--- src/rtl/func_stream_sched_pkg.sv ---
// Shared types and default widths for the stream run controller.
package func_stream_sched_pkg;

  localparam int unsigned DEFAULT_COUNT_WIDTH  = 32;
  localparam int unsigned DEFAULT_NUM_CHANNELS = 2;

  typedef enum logic [1:0] {
    IDLE  = 2'd0,
    RUN   = 2'd1,
    DRAIN = 2'd2,
    DONE  = 2'd3
  } sched_state_t;

endpackage

--- src/rtl/func_stream_sched_if.sv ---
// Handshake bundle between input channels, kernel pipeline and output sink.
// master: the run controller; slave: the surrounding stream/kernel fabric.
interface func_stream_sched_if
  import func_stream_sched_pkg::*;
#(
  parameter int unsigned C_NUM_CHANNELS = DEFAULT_NUM_CHANNELS
);

  logic [C_NUM_CHANNELS-1:0] s_tvalid;
  logic [C_NUM_CHANNELS-1:0] s_tready;
  logic                      k_ivalid;
  logic                      k_iready;
  logic                      k_ovalid;
  logic                      k_oready;
  logic                      m_tvalid;
  logic                      m_tready;

  modport master (
    input  s_tvalid, k_iready, k_ovalid, m_tready,
    output s_tready, k_ivalid, k_oready, m_tvalid
  );

  modport slave (
    output s_tvalid, k_iready, k_ovalid, m_tready,
    input  s_tready, k_ivalid, k_oready, m_tvalid
  );

endinterface

--- src/rtl/func_beat_counter.sv ---
// Beat counter with synchronous clear, enable increment and limit compare.
module func_beat_counter
  import func_stream_sched_pkg::*;
#(
  parameter int unsigned C_COUNT_WIDTH = DEFAULT_COUNT_WIDTH
) (
  input  logic                     aclk,
  input  logic                     aresetn,
  input  logic                     i_clr,
  input  logic                     i_inc,
  input  logic [C_COUNT_WIDTH-1:0] i_limit,
  output logic [C_COUNT_WIDTH-1:0] o_cnt,
  output logic                     o_open_c,
  output logic                     o_last_c
);

  localparam int unsigned W_EXT = C_COUNT_WIDTH + 1;

  logic [C_COUNT_WIDTH-1:0] r_cnt;
  logic [W_EXT-1:0]         w_cnt_plus1;

  always_ff @(posedge aclk or negedge aresetn) begin
    if (!aresetn) begin
      r_cnt <= '0;
    end else if (i_clr) begin
      r_cnt <= '0;
    end else if (i_inc) begin
      r_cnt <= r_cnt + C_COUNT_WIDTH'(1);
    end
  end

  // Extended compare so a limit of all-ones never aliases on overflow.
  assign w_cnt_plus1 = W_EXT'(r_cnt) + W_EXT'(1);
  assign o_open_c    = (r_cnt < i_limit);
  assign o_last_c    = (w_cnt_plus1 == W_EXT'(i_limit));
  assign o_cnt       = r_cnt;

endmodule

--- src/rtl/func_stream_sched.sv ---
// Run controller gating the input join and output handshake for LEN beats.
// Optional FUNC_STREAM_SCHED_PERF_EN adds run_cycles / stall_cycles counters.
module func_stream_sched
  import func_stream_sched_pkg::*;
#(
  parameter int unsigned C_NUM_CHANNELS = DEFAULT_NUM_CHANNELS,
  parameter int unsigned C_COUNT_WIDTH  = DEFAULT_COUNT_WIDTH
) (
  input  logic                     aclk,
  input  logic                     aresetn,
  input  logic                     start,
  input  logic [C_COUNT_WIDTH-1:0] len,
  output logic                     busy,
  output logic                     done,
  func_stream_sched_if.master      strm,
  output logic [C_COUNT_WIDTH-1:0] in_cnt,
  output logic [C_COUNT_WIDTH-1:0] out_cnt
`ifdef FUNC_STREAM_SCHED_PERF_EN
  ,
  output logic [C_COUNT_WIDTH-1:0] run_cycles,
  output logic [C_COUNT_WIDTH-1:0] stall_cycles
`endif
);

  sched_state_t             r_state;
  logic [C_COUNT_WIDTH-1:0] r_len_q;
  logic                     r_busy;
  logic                     r_done;

  logic w_start_acc;
  logic w_all_valid;
  logic w_in_open;
  logic w_out_open;
  logic w_in_fire;
  logic w_out_fire;
  logic w_in_cnt_open;
  logic w_in_last;
  logic w_out_cnt_open;
  logic w_out_last;
  logic w_out_complete;

  assign w_start_acc = (r_state == IDLE) & start;

  // Input join: every channel must be valid before the kernel sees a beat.
  assign w_all_valid   = &strm.s_tvalid;
  assign w_in_open     = (r_state == RUN) & w_in_cnt_open;
  assign strm.k_ivalid = w_in_open & w_all_valid;
  assign strm.s_tready = {C_NUM_CHANNELS{w_in_open & strm.k_iready & w_all_valid}};
  assign w_in_fire     = strm.k_ivalid & strm.k_iready;

  assign w_out_open    = ((r_state == RUN) | (r_state == DRAIN)) & w_out_cnt_open;
  assign strm.m_tvalid = w_out_open & strm.k_ovalid;
  assign strm.k_oready = w_out_open & strm.m_tready;
  assign w_out_fire    = strm.m_tvalid & strm.m_tready;

  // Output side already finished, or finishing on this very cycle.
  assign w_out_complete = (w_out_fire & w_out_last) | ~w_out_cnt_open;

  func_beat_counter #(.C_COUNT_WIDTH(C_COUNT_WIDTH)) u_in_counter (
    .aclk     (aclk),
    .aresetn  (aresetn),
    .i_clr    (w_start_acc),
    .i_inc    (w_in_fire),
    .i_limit  (r_len_q),
    .o_cnt    (in_cnt),
    .o_open_c (w_in_cnt_open),
    .o_last_c (w_in_last)
  );

  func_beat_counter #(.C_COUNT_WIDTH(C_COUNT_WIDTH)) u_out_counter (
    .aclk     (aclk),
    .aresetn  (aresetn),
    .i_clr    (w_start_acc),
    .i_inc    (w_out_fire),
    .i_limit  (r_len_q),
    .o_cnt    (out_cnt),
    .o_open_c (w_out_cnt_open),
    .o_last_c (w_out_last)
  );

  always_ff @(posedge aclk or negedge aresetn) begin
    if (!aresetn) begin
      r_state <= IDLE;
      r_len_q <= '0;
      r_busy  <= 1'b0;
      r_done  <= 1'b0;
    end else begin
      r_done <= 1'b0;
      case (r_state)
        IDLE: begin
          if (start) begin
            r_len_q <= len;
            if (len == '0) begin
              r_state <= DONE;
              r_done  <= 1'b1;
            end else begin
              r_state <= RUN;
              r_busy  <= 1'b1;
            end
          end
        end
        RUN: begin
          if (w_in_fire && w_in_last) begin
            if (w_out_complete) begin
              r_state <= DONE;
              r_busy  <= 1'b0;
              r_done  <= 1'b1;
            end else begin
              r_state <= DRAIN;
            end
          end
        end
        DRAIN: begin
          if (w_out_fire && w_out_last) begin
            r_state <= DONE;
            r_busy  <= 1'b0;
            r_done  <= 1'b1;
          end
        end
        DONE: begin
          r_state <= IDLE;
        end
        default: begin
          r_state <= IDLE;
          r_busy  <= 1'b0;
        end
      endcase
    end
  end

  assign busy = r_busy;
  assign done = r_done;

`ifdef FUNC_STREAM_SCHED_PERF_EN
  logic [C_COUNT_WIDTH-1:0] r_run_cycles;
  logic [C_COUNT_WIDTH-1:0] r_stall_cycles;
  logic                     w_stall;

  assign w_stall = (strm.k_ivalid & ~strm.k_iready) | (strm.m_tvalid & ~strm.m_tready);

  always_ff @(posedge aclk or negedge aresetn) begin
    if (!aresetn) begin
      r_run_cycles   <= '0;
      r_stall_cycles <= '0;
    end else if (w_start_acc) begin
      r_run_cycles   <= '0;
      r_stall_cycles <= '0;
    end else begin
      if (r_busy) begin
        r_run_cycles <= r_run_cycles + C_COUNT_WIDTH'(1);
      end
      if (w_stall) begin
        r_stall_cycles <= r_stall_cycles + C_COUNT_WIDTH'(1);
      end
    end
  end

  assign run_cycles   = r_run_cycles;
  assign stall_cycles = r_stall_cycles;
`endif

endmodule

--- src/flat_wrapper.sv ---
// flat-port wrapper written by rule: the top's interface ports become plain ports
module func_stream_sched_flat import func_stream_sched_pkg::*;
#(
  parameter int unsigned C_NUM_CHANNELS = DEFAULT_NUM_CHANNELS,
  parameter int unsigned C_COUNT_WIDTH  = DEFAULT_COUNT_WIDTH
)
  (aclk, aresetn, start, len, busy, done, in_cnt, out_cnt, strm_s_tvalid, strm_k_iready, strm_k_ovalid, strm_m_tready, strm_s_tready, strm_k_ivalid, strm_k_oready, strm_m_tvalid);
  func_stream_sched_if #(.C_NUM_CHANNELS(C_NUM_CHANNELS)) strm_i ();
  input  logic aclk;
  input  logic aresetn;
  input  logic start;
  input  logic [C_COUNT_WIDTH-1:0] len;
  output logic busy;
  output logic done;
  output logic [C_COUNT_WIDTH-1:0] in_cnt;
  output logic [C_COUNT_WIDTH-1:0] out_cnt;
  input wire logic [$bits(strm_i.s_tvalid)-1:0] strm_s_tvalid;
  input wire logic [$bits(strm_i.k_iready)-1:0] strm_k_iready;
  input wire logic [$bits(strm_i.k_ovalid)-1:0] strm_k_ovalid;
  input wire logic [$bits(strm_i.m_tready)-1:0] strm_m_tready;
  output wire logic [$bits(strm_i.s_tready)-1:0] strm_s_tready;
  output wire logic [$bits(strm_i.k_ivalid)-1:0] strm_k_ivalid;
  output wire logic [$bits(strm_i.k_oready)-1:0] strm_k_oready;
  output wire logic [$bits(strm_i.m_tvalid)-1:0] strm_m_tvalid;
  assign strm_i.s_tvalid = strm_s_tvalid;
  assign strm_i.k_iready = strm_k_iready;
  assign strm_i.k_ovalid = strm_k_ovalid;
  assign strm_i.m_tready = strm_m_tready;
  assign strm_s_tready = strm_i.s_tready;
  assign strm_k_ivalid = strm_i.k_ivalid;
  assign strm_k_oready = strm_i.k_oready;
  assign strm_m_tvalid = strm_i.m_tvalid;
  func_stream_sched #(.C_NUM_CHANNELS(C_NUM_CHANNELS), .C_COUNT_WIDTH(C_COUNT_WIDTH)) u_core (.aclk(aclk), .aresetn(aresetn), .start(start), .len(len), .busy(busy), .done(done), .strm(strm_i), .in_cnt(in_cnt), .out_cnt(out_cnt));
endmodule
--- config.mk ---
export PLATFORM = sky130hd
export DESIGN_NAME = func_stream_sched_flat
export DESIGN_NICKNAME = d
export VERILOG_FILES = /design/src/rtl/func_stream_sched_pkg.sv /design/src/rtl/func_stream_sched_if.sv /design/src/rtl/func_beat_counter.sv /design/src/rtl/func_stream_sched.sv /design/src/flat_wrapper.sv
export SDC_FILE = /design/constraint.sdc
export NUM_CORES = 1
export LEC_CHECK = 0
export BUFFER_PORTS_ARGS = -buffer_cell sky130_fd_sc_hd__buf_2
export CAP_MARGIN = 5
export CORE_AREA = 4 4 124 126
export CTS_CLUSTER_DIAMETER = 80
export CTS_CLUSTER_SIZE = 30
export DETAILED_ROUTE_END_ITERATION = 10
export DIE_AREA = 0 0 128 130
export PLACE_DENSITY = 0.8
export SLEW_MARGIN = 20
export SYNTH_ARGS = -nofsm -noshare
export SYNTH_HDL_FRONTEND = slang
export SYNTH_SLANG_ARGS = --single-unit
--- constraint.sdc ---
create_clock -name aclk -period 4.1 [get_ports aclk]
set_input_delay 0.205 -clock aclk [delete_from_list [all_inputs] [get_ports aclk]]
set_output_delay 0.205 -clock aclk [all_outputs]
set_load 0.005 [all_outputs]
* After elaboration in Yosys (flattened, before gate mapping)
Index checks and enable logic that the tools add are counted.
** Storage, ports and cells
- Bits in registers :: 100
- Bits of input ports :: 40
- Word-level logic and storage cells :: 69
** Operators by class
- Add/sub/neg operators :: 4
- Order comparisons :: 2
- Eq/ne operators :: 10
- Muxes and demuxes :: 22
- Bitwise logic cells :: 14
- Reductions and logical operators :: 11
** Operators with widths (number)
- 32-bit 2-to-1 mux :: 4
- 32-bit by 1-bit adder with 33-bit output (second input constant) :: 2
- 33-bit by 32-bit equality test with 1-bit output :: 2
- 32-bit by 1-bit adder with 32-bit output (second input constant) :: 2
- 32-bit < comparator :: 2
- 32-bit logical NOT :: 1
- 1-bit bitwise AND :: 11
- 1-bit 2-to-1 mux :: 11
- 2-bit 2-to-1 mux :: 4
- 2-bit != test (second input constant) :: 4
- 2-bit one-hot mux with 4 select lines :: 1
- 1-bit one-hot mux with 3 select lines :: 2
- 6-bit AND reduction :: 1
- 2-bit equality test (second input constant) :: 2
- 2-bit AND reduction :: 2
- 2-bit nonzero test :: 2
- 3-bit AND reduction :: 1
- 3-bit nonzero test :: 1
- 2-bit by 1-bit equality test with 1-bit output (second input constant) :: 1
- 1-bit logical AND :: 2
- 2-bit logical NOT :: 1
- 2-bit by 1-bit != test with 1-bit output (second input constant) :: 1
- 1-bit bitwise OR :: 2
- 1-bit inverter :: 1

* Depth between registers and ports, before layout
- Depth after elaboration :: 10
- Gate-level depth with buffers :: 12
- Mapped depth without buffers :: 12

* Cells and area by module
From an unflattened synthesis, not the netlist that was laid out.
** Unflattened totals
- Cells, all modules :: 957
- Area, all modules :: 8459.4 µm²
** Modules (own cells, without submodules)
- func_beat_counter :: times used 2, cells each 417, area an instance 3400.8 µm², sequential area each 800.8 µm²
- func_stream_sched :: times used 1, cells each 123, area an instance 1657.8 µm², sequential area each 900.9 µm²

* Worst setup path before layout
OpenSTA, ideal clock, no wires.
- Path type :: register to register
- Start :: reg u_core.u_out_counter.r_cnt[1], in the netlist u_core.u_out_counter.o_cnt[1]
- End :: reg u_core.r_state[0]
- Data arrival time :: 3460 ps
- Data required time :: 3971 ps
- Setup slack :: 510 ps
- Stages on the path, launching flop included :: 12
- Cell sequence :: dfrtp_1 -> ha_1 -> nand3_2 -> or4_1 -> buf_2 -> or4_1 -> a21oi_1 -> nand4_1 -> or4_4 -> o31ai_4 -> nand3_2 -> o41a_1
** Between the ends
- Cells in the longest elaborated chain, start to end :: 9
- Elaborated cells between the ends (all ways) :: 15
- Classes of those cells :: add/sub: 1; order compare: 1; eq/ne: 2; mux: 3; bitwise: 6; reduce/logical: 2
** RTL lines
- start: declaration :: line func_beat_counter.sv:19 : logic [C_COUNT_WIDTH-1:0] r_cnt;
- start signal: assignment :: line func_beat_counter.sv:28 : r_cnt <= r_cnt + C_COUNT_WIDTH'(1);
- parallel branches: the longest is 9 deep, another holds 32-bit by 1-bit adder with 33-bit output
- end signal: assignment :: line func_stream_sched.sv:94 : r_state <= DONE;
- end signal: assignment :: line func_stream_sched.sv:105 : r_state <= DONE;
- end signal: assignment :: line func_stream_sched.sv:109 : r_state <= DRAIN;
- end: declaration :: line func_stream_sched.sv:25 : sched_state_t r_state;
Parallel ways; which one is timed is not known. The select of a mux whose other input is x is not followed.
A chain may end at the register's enable or synchronous reset.

* Final worst setup path
Same ends and word-level chain as after synthesis.

==> impl_results.md <==
- Status: complete, but fails checks
- Failing checks: hold timing
- Final setup violation count: 0
- Die X: 128 um
- Post-CTS sizing: 0
- FF/Latch Area: 2502 um2
- Cell Pwr Density: 460.2 nW/um2
- Post-CTS Setup Bufs: 0
- Max VDD drop: roughly 260 uV
- Worst setup EP type: flop
- Initial antenna violation count: 0
- Area Growth Syn to Fin: 12.61%
- Sequential share of power: around 34%
- Syn Inst Count: 1033
- Post-synth EDFFs: 0
- Hold Path Class: primary input to asynchronous set/reset pin
- CTS buffer count: 9
- Post-DP Area: just over 9000 um2
- Largest net degree at the start of global routing: 89
- Synth area leader: dfrtp_1
- Layout fillers: 1281
- Mean post-synth cell area: 8.147 um2
- Number of hold buffers added after CTS: 0
- Clk_lat worst skew: roughly 0.36 ns
- Routed via count: 8290
- Worst hold slack: -0.03771 ns
- Switching pwr: 1.915 mW
- Port bufs: 110
- Post-synth top area share: 29.74%
- Min Tclk post-route: 3.783 ns
- Drt via density: 6.285
- Effective utilization at floorplan: roughly three fifths
- Drt first pass iters: 5
- Die Area: 16640 um2
- Hold Fails Final Rpt: 54
- Max Clock Skew: 0.006407 ns
- Unrepaired setup endpoints after global routing: false
- DRC: 0
- Number of nets in the layout: 1242
- YS warnings: 0
- Vias in the first global route: 7967
- Crit path to: u_core.r_state[0]
- CTS sink cnt: 100
- Max_cap viols: 0
- Placement Rows: 44
- Clock Pin Slew Worst Setup and Hold Paths: about 0.070 ns
- Synth area leaders: dfrtp_1, ha_1, xnor2_1
- Mapped Area: 8416 um2
- CTS tree: done
- Top_reg_cell synth: dfrtp_1
- Tot GR Track Use: 30.91%
- FF+latch count, synth: 100
- Hpwl dp: 19630 um
- H-tree depth: 3
- Sum Neg Setup Slack: 0 ns
- Ys async rst share: 100.0%
- P_leak: 4.207 nW
- CP Data Required Time: 4.34 ns
- Combinational power share: 46.8%
- Yosys cell types: 66
- DIE HEIGHT: roughly 130 um
- Flop2flop setup slack: about 0.32 ns
- Mapped Nets: ~1100
- Most frequent cells in the layout: buf_2, nand2_1, dfrtp_1
- Crit Path Category: flop to flop
- Reg2reg end: u_core.r_state[0]
- Core footprint: 14310 um2
- Sw frac: 43.91%
- Reg2reg path depth: 10
- RR Startpoint: u_core.u_out_counter.o_cnt[1]
- Fmax: 264.4 MHz
- Final wirelength: 25560 um
- Least-Margin Pin Slew: 0.9655 ns
- Setup crit start: u_core.u_out_counter.o_cnt[1]
- Slew Limit Fails: 0
- Final Wtd Congestion: 0.9906
- Crit path DAT: 4.03 ns
- Final Cycle Share: 92.26%
- Sequential fraction of the synthesis area: 29.74%
- Multi-input logic area: 5552 um2
- Root Buffer: clkbuf_16
- First-pass GRT wire length: 40920 um
- Number of diodes: 0
- P_int: 2.446 mW
- Final non-filler cell area: 9477 um2
- Clock Power Share: 19.4%
- Crit start category: flop
- Most common cell after layout, fill and taps aside: buf_2
- Critical Path Fanout Max: 10
- Initial DRC count: 738
- IO Count: between 100 and 150
- Slew headroom: 35.04%
- GR Overflow Total: 0
- Per-cell routed wire length: slightly below 20 um
- Antenna Violating Nets Remaining: 0
- Share of layout cells above drive strength 1: roughly 15%
- Max clock buf depth: 2
layout make-up:
| cell class | instances | share of cell area (%) |
|---|---|---|
| Clock buffer | 12 | 2.707 |
| Clock inverter | 3 | 0.2377 |
| Inverter | 48 | 1.901 |
| Multi-Input combinational cell | 838 | 58.58 |
| Sequential cell | 100 | 26.41 |
| Tap cell | 184 | 2.429 |
| Timing Repair Buffer | 134 | 7.737 |
metal layers:
metal	vias up	part of all wire (%)	GRT usage, %
met5	-	0	0
met4	0	3.0	10.92
met3	61	8.3	6.959
met2	358	47	51.02
met1	3983	42	40.20
li1	3888	-	-
worst min-delay path by stage:
stage,end,slack [ns],startpoint,cells after the start
after detailed placement,u_core.u_out_counter.o_cnt[3],0.38,aresetn,1
after global placement,u_core.u_out_counter.o_cnt[8],0.39,aresetn,1
final,u_core.u_out_counter.o_cnt[8],-0.04,aresetn,1
after CTS,u_core.u_out_counter.o_cnt[6],0.0005,aresetn,1
after global routing,u_core.u_out_counter.o_cnt[9],0.03,aresetn,1
after floorplan,u_core.busy,-0.09,aresetn,0
logic make-up after synthesis:
| group | synth area share (%) |
|---|---|
| xor gates and xnor gates | 13.43 |
| adders and majority gates | 10.56 |
| DFF | 29.74 |
| AOI/OAI and AO/OA | 14.02 |
| and+or+nand+nor | 26.61 |
| buffers and inverters | 4.326 |
| muxes | 1.323 |
Yosys cell counts (25+ instances only):
master	number
dfrtp_1	100
inv_1	47
nor3_1	25
clkbuf_1	42
o21ai_0	68
nor4_1	40
a21oi_1	58
xor2_1	36
nand3_1	33
xnor2_1	93
ha_1	71
nor2_1	94
nand2_1	104
nand4_1	41
stage by stage:
step / util [%] / std cells / setup WS (ns) / hold slack, ns / total power [mW]
floorplan: - / 1033 / 0.5105 / -0.09059 / 2.854
detailed placement: 64.26 / 1304 / 0.3566 / 0.3816 / 3.489
CTS: 66.21 / 1319 / 0.3331 / 0.0004721 / 4.343
global route: 66.21 / 1319 / 0.05695 / 0.03035 / 4.665
global placement: 64.26 / 1304 / 0.4628 / 0.3887 / 3.441
finish: 66.21 / 1319 / 0.3174 / -0.03771 / 4.361
worst max-delay path: stages, from the launching register on:
cell     delay, ns
dfrtp_1       0.42
ha_1          0.23
nand3_2       0.17
or4_1         0.60
or4_1         0.53
a21oi_1       0.18
nand4_1       0.12
or4_4         0.59
o31ai_4       0.32
nand3_2       0.13
o41a_1        0.38
power groups by stage:
| stage | registers (mW) | clock network [mW] | logic (mW) |
|---|---|---|---|
| 4_1_cts | 1.47 | 0.853 | 2.02 |
| 3_5_place_dp | 1.48 | 0 | 2.00 |
| 5_1_grt | 1.49 | 0.887 | 2.29 |
| 2_1_floorplan | 1.38 | 0 | 1.47 |
| 6_report | 1.48 | 0.845 | 2.04 |
| 3_3_place_gp | 1.48 | 0 | 1.96 |
state kept, by name, indices dropped and copies added, names as in the netlist:
name and count:
u_core.done 1, u_core.r_state 2, u_core.u_out_counter.o_cnt 32, u_core.busy 1, u_core.r_len_q 32, u_core.u_in_counter.o_cnt 32
Power figures use the tool's default switching activity.
